### config.mk
export PLATFORM = sky130hd
export DESIGN_NAME = xor_chk_pat_ctr
export DESIGN_NICKNAME = d
export VERILOG_FILES = /design/src/rtl/xor_chk_pkg.sv /design/src/rtl/xor_chk_pat_ctr.sv
export SDC_FILE = /design/constraint.sdc
export NUM_CORES = 1
export LEC_CHECK = 0
export ABC_AREA = 0
export CAP_MARGIN = 25
export CORE_AREA = 2 2 39 41
export CTS_CLUSTER_SIZE = 28
export DETAILED_ROUTE_END_ITERATION = 7
export DIE_AREA = 0 0 41 43
export PLACE_DENSITY_LB_ADDON = 0.1
export SYNTH_ARGS = -nofsm -noshare
export SYNTH_HDL_FRONTEND = slang
export SYNTH_SLANG_ARGS = --single-unit
export TNS_END_PERCENT = 30
### constraint.sdc
create_clock -name clk -period 1.7 [get_ports clk]
set_input_delay 0.17 -clock clk [delete_from_list [all_inputs] [get_ports clk]]
set_output_delay 0.17 -clock clk [all_outputs]
set_load 0.01 [all_outputs]
### src/rtl/xor_chk_pkg.sv
// xor_chk_pkg: shared types and helpers for the exhaustive XOR/XNOR checker.
//   state_e       - checker FSM states
//   SETTLE_W      - width of the per-pattern settle counter
//   MAX_N_IN      - widest supported pattern
//   golden_parity - reference output for a pattern (XOR or XNOR)
package xor_chk_pkg;

    typedef enum logic [1:0] {
        StIdle,
        StApply,
        StCheck,
        StDone
    } state_e;

    localparam int unsigned SETTLE_W = 4;
    localparam int unsigned MAX_N_IN = 16;

    // Zero-extension of pat does not change its parity.
    function automatic logic golden_parity(input logic [MAX_N_IN-1:0] pat, input logic xnor_en);
        return (^pat) ^ xnor_en;
    endfunction

endpackage

### src/rtl/xor_chk_pat_ctr.sv
// xor_chk_pat_ctr: pattern and settle counters for the exhaustive checker.
//   clk, rst_n  - clock, asynchronous active-low reset
//   clr         - zero both counters (start of run)
//   settle_inc  - advance the settle counter
//   pat_inc     - advance the pattern, restart the settle counter
//   pat         - current pattern
//   is_last     - pattern is all ones (terminal pattern)
//   settle_exp  - settle counter has reached SETTLE-1
module xor_chk_pat_ctr
    import xor_chk_pkg::*;
#(
    parameter int unsigned N_IN   = 5,
    parameter int unsigned SETTLE = 1
) (
    input  logic            clk,
    input  logic            rst_n,
    input  logic            clr,
    input  logic            settle_inc,
    input  logic            pat_inc,
    output logic [N_IN-1:0] pat,
    output logic            is_last,
    output logic            settle_exp
);

    localparam logic [SETTLE_W-1:0] SettleLast = SETTLE_W'(SETTLE - 1);

    logic [N_IN-1:0]     pat_q, pat_d;
    logic [SETTLE_W-1:0] settle_q, settle_d;

    always_comb begin
        pat_d    = pat_q;
        settle_d = settle_q;
        if (clr) begin
            pat_d    = '0;
            settle_d = '0;
        end else if (pat_inc) begin
            // Never issued on the all-ones pattern, so no wrap occurs.
            pat_d    = pat_q + N_IN'(1);
            settle_d = '0;
        end else if (settle_inc) begin
            settle_d = settle_q + SETTLE_W'(1);
        end
    end

    always_ff @(posedge clk or negedge rst_n) begin
        if (!rst_n) begin
            pat_q    <= '0;
            settle_q <= '0;
        end else begin
            pat_q    <= pat_d;
            settle_q <= settle_d;
        end
    end

    assign pat        = pat_q;
    assign is_last    = &pat_q;
    assign settle_exp = (settle_q == SettleLast);

endmodule

==> flow_summary_export.csv <==
group,metric,value,unit
outcome,status,"finished clean",
clock_tree,hold_buffers,0,
floorplan,start_util,35.3,%
worst_setup_path,r2r_cells,5,
cells_and_area,fin_nets,70,
cells_and_area,area_delta_synth_final,34.1,%
timing,final.setup.tns,0,ns
worst_setup_path,slowest_delay,0.40,ns
yosys,ys_types,19,
grt,grt_antenna_before_repair,0,
worst_hold_path,min_path_type,"in2async",
grt,grt.overflow.total,0,
timing,fmax,0.614,GHz
yosys,yosysTopAreaCell,"dfrtp_1",
clock_tree,max-clock-path-buffers,2,
floorplan,die_h,43,um
power_and_ir_drop,power_density,712,mW/mm^2
timing,worst_pin_slew,0.410,ns
timing,fin_crit,1.63,ns
power_and_ir_drop,leakage,0.000309,uW
clock_tree,insertion_delay,0.26,ns
floorplan,rows,14,
clock_tree,cts_root_buffer,"clkbuf_4",
placed_design,gp_congestion,0.682,
timing,hold_viol_final,0,
worst_setup_path,path_buf_inv,1,
yosys,synthDominantCellAreaShare,46.2,%
clock_tree,htree_levels,1,
worst_setup_path,slowest_stage,"dfrtp_1",
clock_tree,cts_made_buffers,3,
cells_and_area,fin_area,654,um^2
timing,maxSlewHeadroom,72.6,%
floorplan,die_width,41,um
yosys,yosysSeqAreaShare,46.2,%
clock_tree,clkTransAtPathRegs,0.06,ns
grt,grt_pass1_vias,332,
placed_design,place_area,621,um^2
floorplan,coreArea,0.00138,mm^2
cells_and_area,insertedDiodeCount,0,
timing,skew,0.000282,ns
yosys,syn-num-nets,53,
worst_setup_path,path_max_fanout,3,
yosys,yosysWarnings,0,
worst_setup_path,rrSetupSlack,0.37,ns
yosys,syn-mean-instance-area,11.1,um^2
yosys,ys_top_cells_by_area,"dfrtp_1 46%, ha_1 10%, mux2i_1 6.2%",
worst_setup_path,r2r_end,"pat[4]",
route,drt_first_pass_iters,4,
power_and_ir_drop,ir_drop,0.382,mV
route,vias,380,
cells_and_area,final_layout_size_suffix_gt1_share,16.7,%
route,ant_nets,0,
worst_setup_path,path_cells,"ha_2 > and3_1 > ha_1 > dlygate4sd2_1",
clock_tree,cts.sink_count,9,
worst_setup_path,worst_setup_path_start_kind,"flop",
cells_and_area,postLayoutCoreUtil,47.3,%
worst_setup_path,crit_family,"flip-flops",
worst_setup_path,critPathLaunch,"pat[1]",
timing,final-max-slew-violation-count,0,
worst_setup_path,cp.required,1.53,ns
grt,grt_use_total,12.9,%
grt,grt_max_degree,10,
worst_setup_path,end_kind,"output port",
placed_design,io_buffer_count,11,
route,vias_per_cell,5.00,
worst_setup_path,cp.arrival,1.46,ns
worst_setup_path,r2r-start,"pat[1]",
yosys,syn_area,488,um^2
timing,setup_viol,0,
floorplan,io_pins,12,
timing,rsz0062_at_grt,"no",
clock_tree,tritoncts,"done",
route,drt_iter0_markers,10,
route,drc,0,
route,wirelength,964,um
floorplan,fp.dieArea,0.00176,mm^2
placed_design,dp_hpwl,721,um
worst_setup_path,criticalPathCategory,"reg2out",
grt,grt_pass1_wl,1.44,mm
timing,timing.final.crit_share,95.7,%
yosys,netlist_instances,44,
job,cap_violations,0,
route,wl_per_cell,12.7,um
yosys,synth-seq-cells,9,
## layer usage
layer  vias to the layer above  GRT usage (%)  part of all wire (%)
met4                         0           10.0                   2.6
met2                        10           16.9                    45
met3                         3           4.71                   7.3
li1                        183              -                     -
met5                         -              0                     0
met1                       184           16.3                    45
## cell usage after synthesis
cell type,n
dfrtp_1,9
nor2_1,6
ha_1,4
mux2i_1,3
a21bo_2,2
a21oi_1,2
inv_1,2
nand3b_1,2
nand4_1,2
nor3b_1,2
xnor2_1,2
and3_1,1
buf_2,1
buf_4,1
mux2_1,1
mux2_4,1
nor2b_1,1
nor3_1,1
or2_1,1
## how the worst max path moves through the flow
stage,endpoint,slack [ns],depth (start not counted)
floorplan,pat[4],0.34,5
global placement,is_last,0.14,4
detailed placement,is_last,0.09,4
CTS,is_last,0.04,4
global route,is_last,0.03,4
finish,is_last,0.07,4
## power breakdown
part           leakage [uW]  switching [uW]  internal, uW
Clock             0.0000150            77.6          90.7
Sequential         0.000124            5.42           221
Combinational      0.000170            32.8          38.5
## what timing repair did
item	CTS	global route
buffers inserted	1	0
resized for setup	2	1
endpoints found under the setup margin	2	1
endpoints found under the hold margin	0	0
## state kept, by name, summed over array words and instances, names as in the netlist
register,flops
pat,5
settle_q,4
## cell type report
class	instances	area, um^2
Inverter	2	7.51
Multi-Input combinational cell	31	245
Timing Repair Buffer	14	130
Sequential cell	9	225
Clock buffer	4	26.3
Tap cell	16	20.0
Fill cell	128	729
## per-stage QoR
stage,setup WS [ns],hold WS (ns),power [uW],cells
4_1_cts,0.0375,0.221,471,76
2_1_floorplan,0.340,-0.126,262,44
3_5_place_dp,0.0874,0.505,300,71
6_report,0.0725,0.200,466,76
5_1_grt,0.0307,0.237,491,76
3_3_place_gp,0.138,0.484,295,71
## cells in the final DEF, fill, tap and decap left out
cell type	Yosys	routed
buf_4	1	3
mux2_4	1	1
dfrtp_1	9	9
xnor2_1	2	2
ha_2	0	1
mux2_1	1	1
a21oi_1	2	2
clkbuf_4	0	3
or2_1	1	1
dlygate4sd2_1	0	2
nand4_1	2	2
nand3b_1	2	2
nor3b_1	2	2
nor3_1	1	1
clkdlybuf4s50_1	0	9
nor2b_1	1	1
a21bo_2	2	2
inv_1	2	2
mux2i_1	3	3
clkbuf_1	0	1
and3_1	1	1
ha_1	4	3
nor2_1	6	6
## worst reg2reg max path, delay by kind of cell (launching register included)
kind                       cells  cell delay, ns
adders and majority gates      2            0.45
DFF                            1            0.40
muxes                          1            0.14
and+or+nand+nor                2            0.21
## logic make-up (layout without fill, tap and decap cells)
kind of cell | count (synthesis) | count (layout) | share of synthesized area (%)
muxes | 5 | 5 | 11.5
xor gates and xnor gates | 2 | 2 | 3.59
and+or+nand+nor | 16 | 16 | 18.2
DFF | 9 | 9 | 46.2
adders and majority gates | 4 | 4 | 10.3
buffers and inverters | 4 | 20 | 4.10
AOI/OAI and AO/OA | 4 | 4 | 6.15
Note: power is estimated with default switching activity, not from simulation.
==> patch 1 (config.mk and constraints unchanged) <==
Put a register stage on the outputs `is_last` and `settle_exp`, with the module's reset. The values now appear one clock later. The other outputs are not delayed to match.
--- a/src/rtl/xor_chk_pat_ctr.sv
+++ b/src/rtl/xor_chk_pat_ctr.sv
@@ -55,4 +55,11 @@
     assign pat        = pat_q;
-    assign is_last    = &pat_q;
-    assign settle_exp = (settle_q == SettleLast);
+    always_ff @(posedge clk or negedge rst_n) begin
+        if (!rst_n) begin
+            is_last    <= '0;
+            settle_exp <= '0;
+        end else begin
+            is_last    <= &pat_q;
+            settle_exp <= (settle_q == SettleLast);
+        end
+    end
 
Formal check against the unedited RTL: not equivalent (a bounded check fails within 4 cycles, from zero or initial values and one cycle with rst_n low).
==> patch 1 against the original RTL <==
- cell count fell by 1.3%
- fmax up 15%
- die area stayed put
- clock power up 4%
- synthesized cell count increased by 4.5%
- wire length is 6.6% higher
- synthesized area increased by 9.5%
- sequential cell count up 2
- final area is 3.6% higher
- worst setup slack better by 0.22 ns
- sequential share of layout area up 6.2 points
- total power increased by 10%
- critical path type is now flip-flop to flip-flop
- largest power group unchanged
==> patch 1: results (changes against the original RTL) <==
stage,metric,value,unit,change
sta,tightest_slew,0.4995,ns,+0.08998 ns
route,route.met2.wl,559,um,+30%
layout,nFillCells,126,,-1.6%
grt,grt_max_degree,12,,+2
placement,dp_slack,0.2319,ns,+0.1444 ns
clocking,clkTransAtPathRegs,0.07,ns,
placement,gp_congestion,0.6537,,-4.2%
clocking,cts-resized-gates,0,,-2
worst_setup_path,timing.rr.end,pat[4]$_DFFE_PN0P_,,
power_and_ir_drop,switchingPower,0.1207,mW,+4.2%
layout,antennaDiodeCount,0,,unchanged
route,via_per_inst,4.947,,-1.1%
route,top_layer,met4,,
sta,skew,0.002488,ns,+0.002206 ns
worst_hold_path,hold_class,input port to async pin,,
route,drtIter0Drc,7,,-3
logic_synthesis,synthArstFlopShare,100.0,%,unchanged
worst_setup_path,rrSetupSlack,0.29,ns,-0.08 ns
worst_setup_path,cp_max_fo,4,,+1
route,met3WireLength,41,um,-41%
layout,nets,69,,-1.4%
logic_synthesis,synth_common_cells,"11 x dfrtp_1, 6 x nor2_1, 4 x ha_1",,
sta,finalCritPeriodShare,83.03,%,-13 points
placement,dp_hpwl,762.9,um,+5.8%
layout,drive_above_1_share,10.17,%,-6.5 points
sta,setup_violations,0,,unchanged
worst_setup_path,cp.arrival,1.55,ns,+0.09 ns
route,routedWlPerCell,13.71,um,+8.1%
worst_setup_path,worstReg2RegStart,pat[0]$_DFFE_PN0P_,,
clocking,cts_setup_buffers,0,,-1
logic_synthesis,synth_nets,55,,+3.8%
grt,grt_pass1_vias,405,,+22%
clocking,numCtsBuffers,3,,unchanged
grt,grt_usage,15.17,%,+2.3 points
grt,grt_pass1_wl,1725,um,+20%
route,first_pass_iters,4,,unchanged
power_and_ir_drop,vdd_drop_max,0.5221,mV,+37%
logic_synthesis,synthTopCellsByArea,"dfrtp_1 52%, ha_1 9.4%, mux2i_1 5.6%",,
logic_synthesis,synth.distinct_cells,19,,unchanged
power_and_ir_drop,p_leak,0.3125,nW,+1.2%
route,wl_met1,421,um,-3.7%
placement,io_buffers,11,,unchanged
worst_setup_path,cp-end-kind,flip-flop,,
status,status,"finished, final reports clean",,
logic_synthesis,seq_area_frac_synth,51.52,%,+5.4 points
-- patch 1: changes by cell type in the layout (fill, tap and decap cells not counted), sizes merged --
cell / unedited run / this run
clkdlybuf4s50: 9 / 11
dfrtp: 9 / 11
dlygate4sd2: 2 / 0
buf: 3 / 0
-- patch 1: critical path, cell delays in order, from the launching register on --
cell	delay, ns
dfrtp_1	0.42
ha_1	0.25
and3_1	0.19
ha_1	0.26
mux2i_1	0.13
nor2_1	0.05
-- patch 1: worst min path at each step --
stage,to,slack [ns],cells past startpoint
global route,settle_q[3]$_DFFE_PN0P_,0.27,1
floorplan,is_last$_DFF_PN0_,-0.13,0
finish,settle_q[3]$_DFFE_PN0P_,0.24,1
global placement,settle_exp$_DFF_PN0_,0.45,1
detailed placement,settle_exp$_DFF_PN0_,0.45,1
CTS,settle_q[3]$_DFFE_PN0P_,0.25,1
-- patch 1: stage by stage --
| step | instance area [um^2] | hold WS (ns) | total power [mW] | instances |
|---|---|---|---|---|
| after detailed placement | 651.9 | 0.4549 | 0.3450 | 71 |
| after global placement | 651.9 | 0.4466 | 0.3416 | 71 |
| after CTS | 678.2 | 0.2454 | 0.5248 | 75 |
| after floorplan | 534.3 | -0.1256 | 0.3117 | 46 |
| final | 678.2 | 0.2390 | 0.5134 | 75 |
| after global routing | 678.2 | 0.2668 | 0.5435 | 75 |
-- patch 1: cell type report --
| type | count | area (um^2) | share of cell area, % |
|---|---|---|---|
| flip-flops and latches | 11 | 275.3 | 40.59 |
| multi-input cells | 31 | 239.0 | 35.24 |
| clock buffers | 4 | 26.28 | 3.875 |
| repair buffers | 11 | 110.1 | 16.24 |
| inverters | 2 | 7.507 | 1.107 |
| well taps | 16 | 20.02 | 2.952 |
-- patch 1: power by group through the flow --
| stage | clock, mW | sequential (mW) | combinational [mW] |
|---|---|---|---|
| after floorplan | 0 | 0.285 | 0.0270 |
| after global placement | 0 | 0.282 | 0.0598 |
| after detailed placement | 0 | 0.283 | 0.0621 |
| after CTS | 0.184 | 0.278 | 0.0630 |
| after global routing | 0.196 | 0.279 | 0.0682 |
| final | 0.174 | 0.278 | 0.0614 |
-- patch 1: per-layer routing --
layer,up-vias,GRT usage [%]
met5,-,0
met4,0,10.00
met3,2,3.141
met2,7,24.38
met1,181,16.84
li1,181,-
-- patch 1: kinds of logic after synthesis --
family	count (synthesis)	share of synthesized area [%]
AND/OR/NAND/NOR	16	16.63
multiplexers	5	9.836
flip-flops	11	51.52
AO/OA/AOI/OAI	4	5.621
XOR/XNOR	2	3.279
adder cells (fa/ha/maj)	4	9.368
buffers and inverters	4	3.747
==> patch 2 (config.mk and constraints unchanged) <==
Made on the original files. `SETTLE_W`: 4 -> 5.
--- a/src/rtl/xor_chk_pkg.sv
+++ b/src/rtl/xor_chk_pkg.sv
@@ -14,3 +14,3 @@
 
-    localparam int unsigned SETTLE_W = 4;
+    localparam int unsigned SETTLE_W = 5;
     localparam int unsigned MAX_N_IN = 16;
Behaviour: no difference found for any inputs over 10 cycles, from zero or initial values and one cycle with rst_n low; that may be too few to reach the edited logic, so the function may still have changed.
==> patch 2 against the original RTL <==
- synthesized area rose by 19%
- sequential share of layout area fell by 1.3 points
- first-iteration DRC count fell by 100%
- cell count rose by 9.2%
- die area did not move
- wire length rose by 18%
- count of clock-buffer cells in the layout fell by 1
- sequential cell count rose by 1
- worst setup slack improved by 0.031 ns
- total power rose by 6.5%
- critical path type unchanged
- final area rose by 15%
==> patch 2: results (changes against the original RTL) <==
stage,metric,value,unit,change
layout,syn2layout_area_growth,30.45,%,
layout,clock_area_share,2.980,%,-1.0 points
layout,drive_above_1_share,26.87,%,+10 points
clocking,clkTransAtPathRegs,0.07,ns,
logic_synthesis,seq_area_frac_synth,43.20,%,-3.0 points
worst_setup_path,cp.arrival,1.43,ns,-0.03 ns
power_and_ir_drop,p_int,0.3715,mW,+6.2%
worst_setup_path,cp-endpoint,is_last,,
grt,grt_pass1_vias,414,,+25%
logic_synthesis,synthesis.instances,49,,+11%
layout,seq_share,33.11,%,-1.3 points
placement,placed_cell_area,724.4,um^2,+17%
layout,nonClockBufferCount,18,,+4
sta,skew,0.005555,ns,+0.005273 ns
logic_synthesis,synthTopCellsByArea,"dfrtp_1 43%, ha_1 8.6%, mux2i_1 5.2%",,
layout,nets,78,,+11%
status,status,"finished, final reports clean",,
grt,grt_max_degree,12,,+2
layout,area_share_nonclk_buffers,21.36,%,+1.5 points
worst_setup_path,rrSetupSlack,0.37,ns,about the same
layout,nFillCells,130,,+1.6%
logic_synthesis,avgSynthCellArea,11.82,um^2,+6.6%
placement,dp.cells,79,,+11%
route,via_per_inst,5.289,,+5.8%
logic_synthesis,ys_warn_count,0,,unchanged
logic_synthesis,synth_common_cells,"10 x dfrtp_1, 4 x ha_1, 4 x nor2_1",,
placement,gp_congestion,0.6290,,-7.8%
layout,antennaDiodeCount,0,,unchanged
logic_synthesis,synth.distinct_cells,22,,+3
grt,grt_pass1_wl,1814,um,+26%
route,routedWlPerCell,13.73,um,+8.3%
layout,multi_input_area_share,38.91,%,+1.4 points
layout,instances_no_fill,83,,+9.2%
route,first_pass_iters,1,,-3
power_and_ir_drop,vdd_drop_max,0.3036,mV,-21%
sta,slew-limit-headroom,67.99,%,-4.6 points
grt,grt_usage,15.96,%,+3.1 points
worst_setup_path,ff2ff_path_depth,5,,unchanged
placement,dp_hpwl,850.7,um,+18%
power_and_ir_drop,p_leak,0.3485,nW,+13%
logic_synthesis,synth_nets,58,,+9.4%
layout,multi_input_comb_cells,34,,+9.7%
logic_synthesis,synth_seq_cells,10,,+1
route,drtIter0Drc,0,,-10
==> patch 2: per-layer routing <==
layer	share of wire (%)	track usage, %	routed length [um]	up-vias
met1	45	18.69	518	210
met4	3.0	12.00	34	0
met5	0	0	0	-
met2	47	23.13	539	11
li1	-	-	-	213
met3	4.1	4.712	47	5
==> patch 2: power by group through the flow <==
stage	sequential [mW]	clock, mW	combinational [mW]
2_1_floorplan	0.258	0	0.0361
3_3_place_gp	0.253	0	0.0822
3_5_place_dp	0.254	0	0.0814
4_1_cts	0.249	0.170	0.0817
5_1_grt	0.250	0.190	0.0919
6_report	0.249	0.163	0.0840
==> patch 2: kinds of logic after synthesis <==
logic type / after synthesis / share of synthesized area (%)
fa+ha+maj: 4 / 8.640
flops: 10 / 43.20
compound gates: 4 / 6.478
buf+inv: 5 / 6.480
mux: 6 / 12.31
simple gates: 18 / 19.87
xor+xnor: 2 / 3.024
==> patch 2: repair_timing <==
item | 4_1_cts | 5_1_grt
hold endpoints to repair | 0 | 0
setup buffers | 0 | 1
resized for setup | 3 | 1
endpoints found under the setup margin | 2 | 1
==> patch 2: per-stage QoR <==
| stage | hold slack, ns | worst slack, ns | utilization [%] |
|---|---|---|---|
| 2_1_floorplan | -0.1256 | 0.3418 | - |
| 3_3_place_gp | 0.5183 | 0.1216 | 52.35 |
| 3_5_place_dp | 0.5213 | 0.1001 | 52.35 |
| 4_1_cts | 0.2293 | 0.02924 | 53.98 |
| 5_1_grt | 0.2666 | 0.03535 | 54.61 |
| 6_report | 0.2263 | 0.1031 | 54.61 |
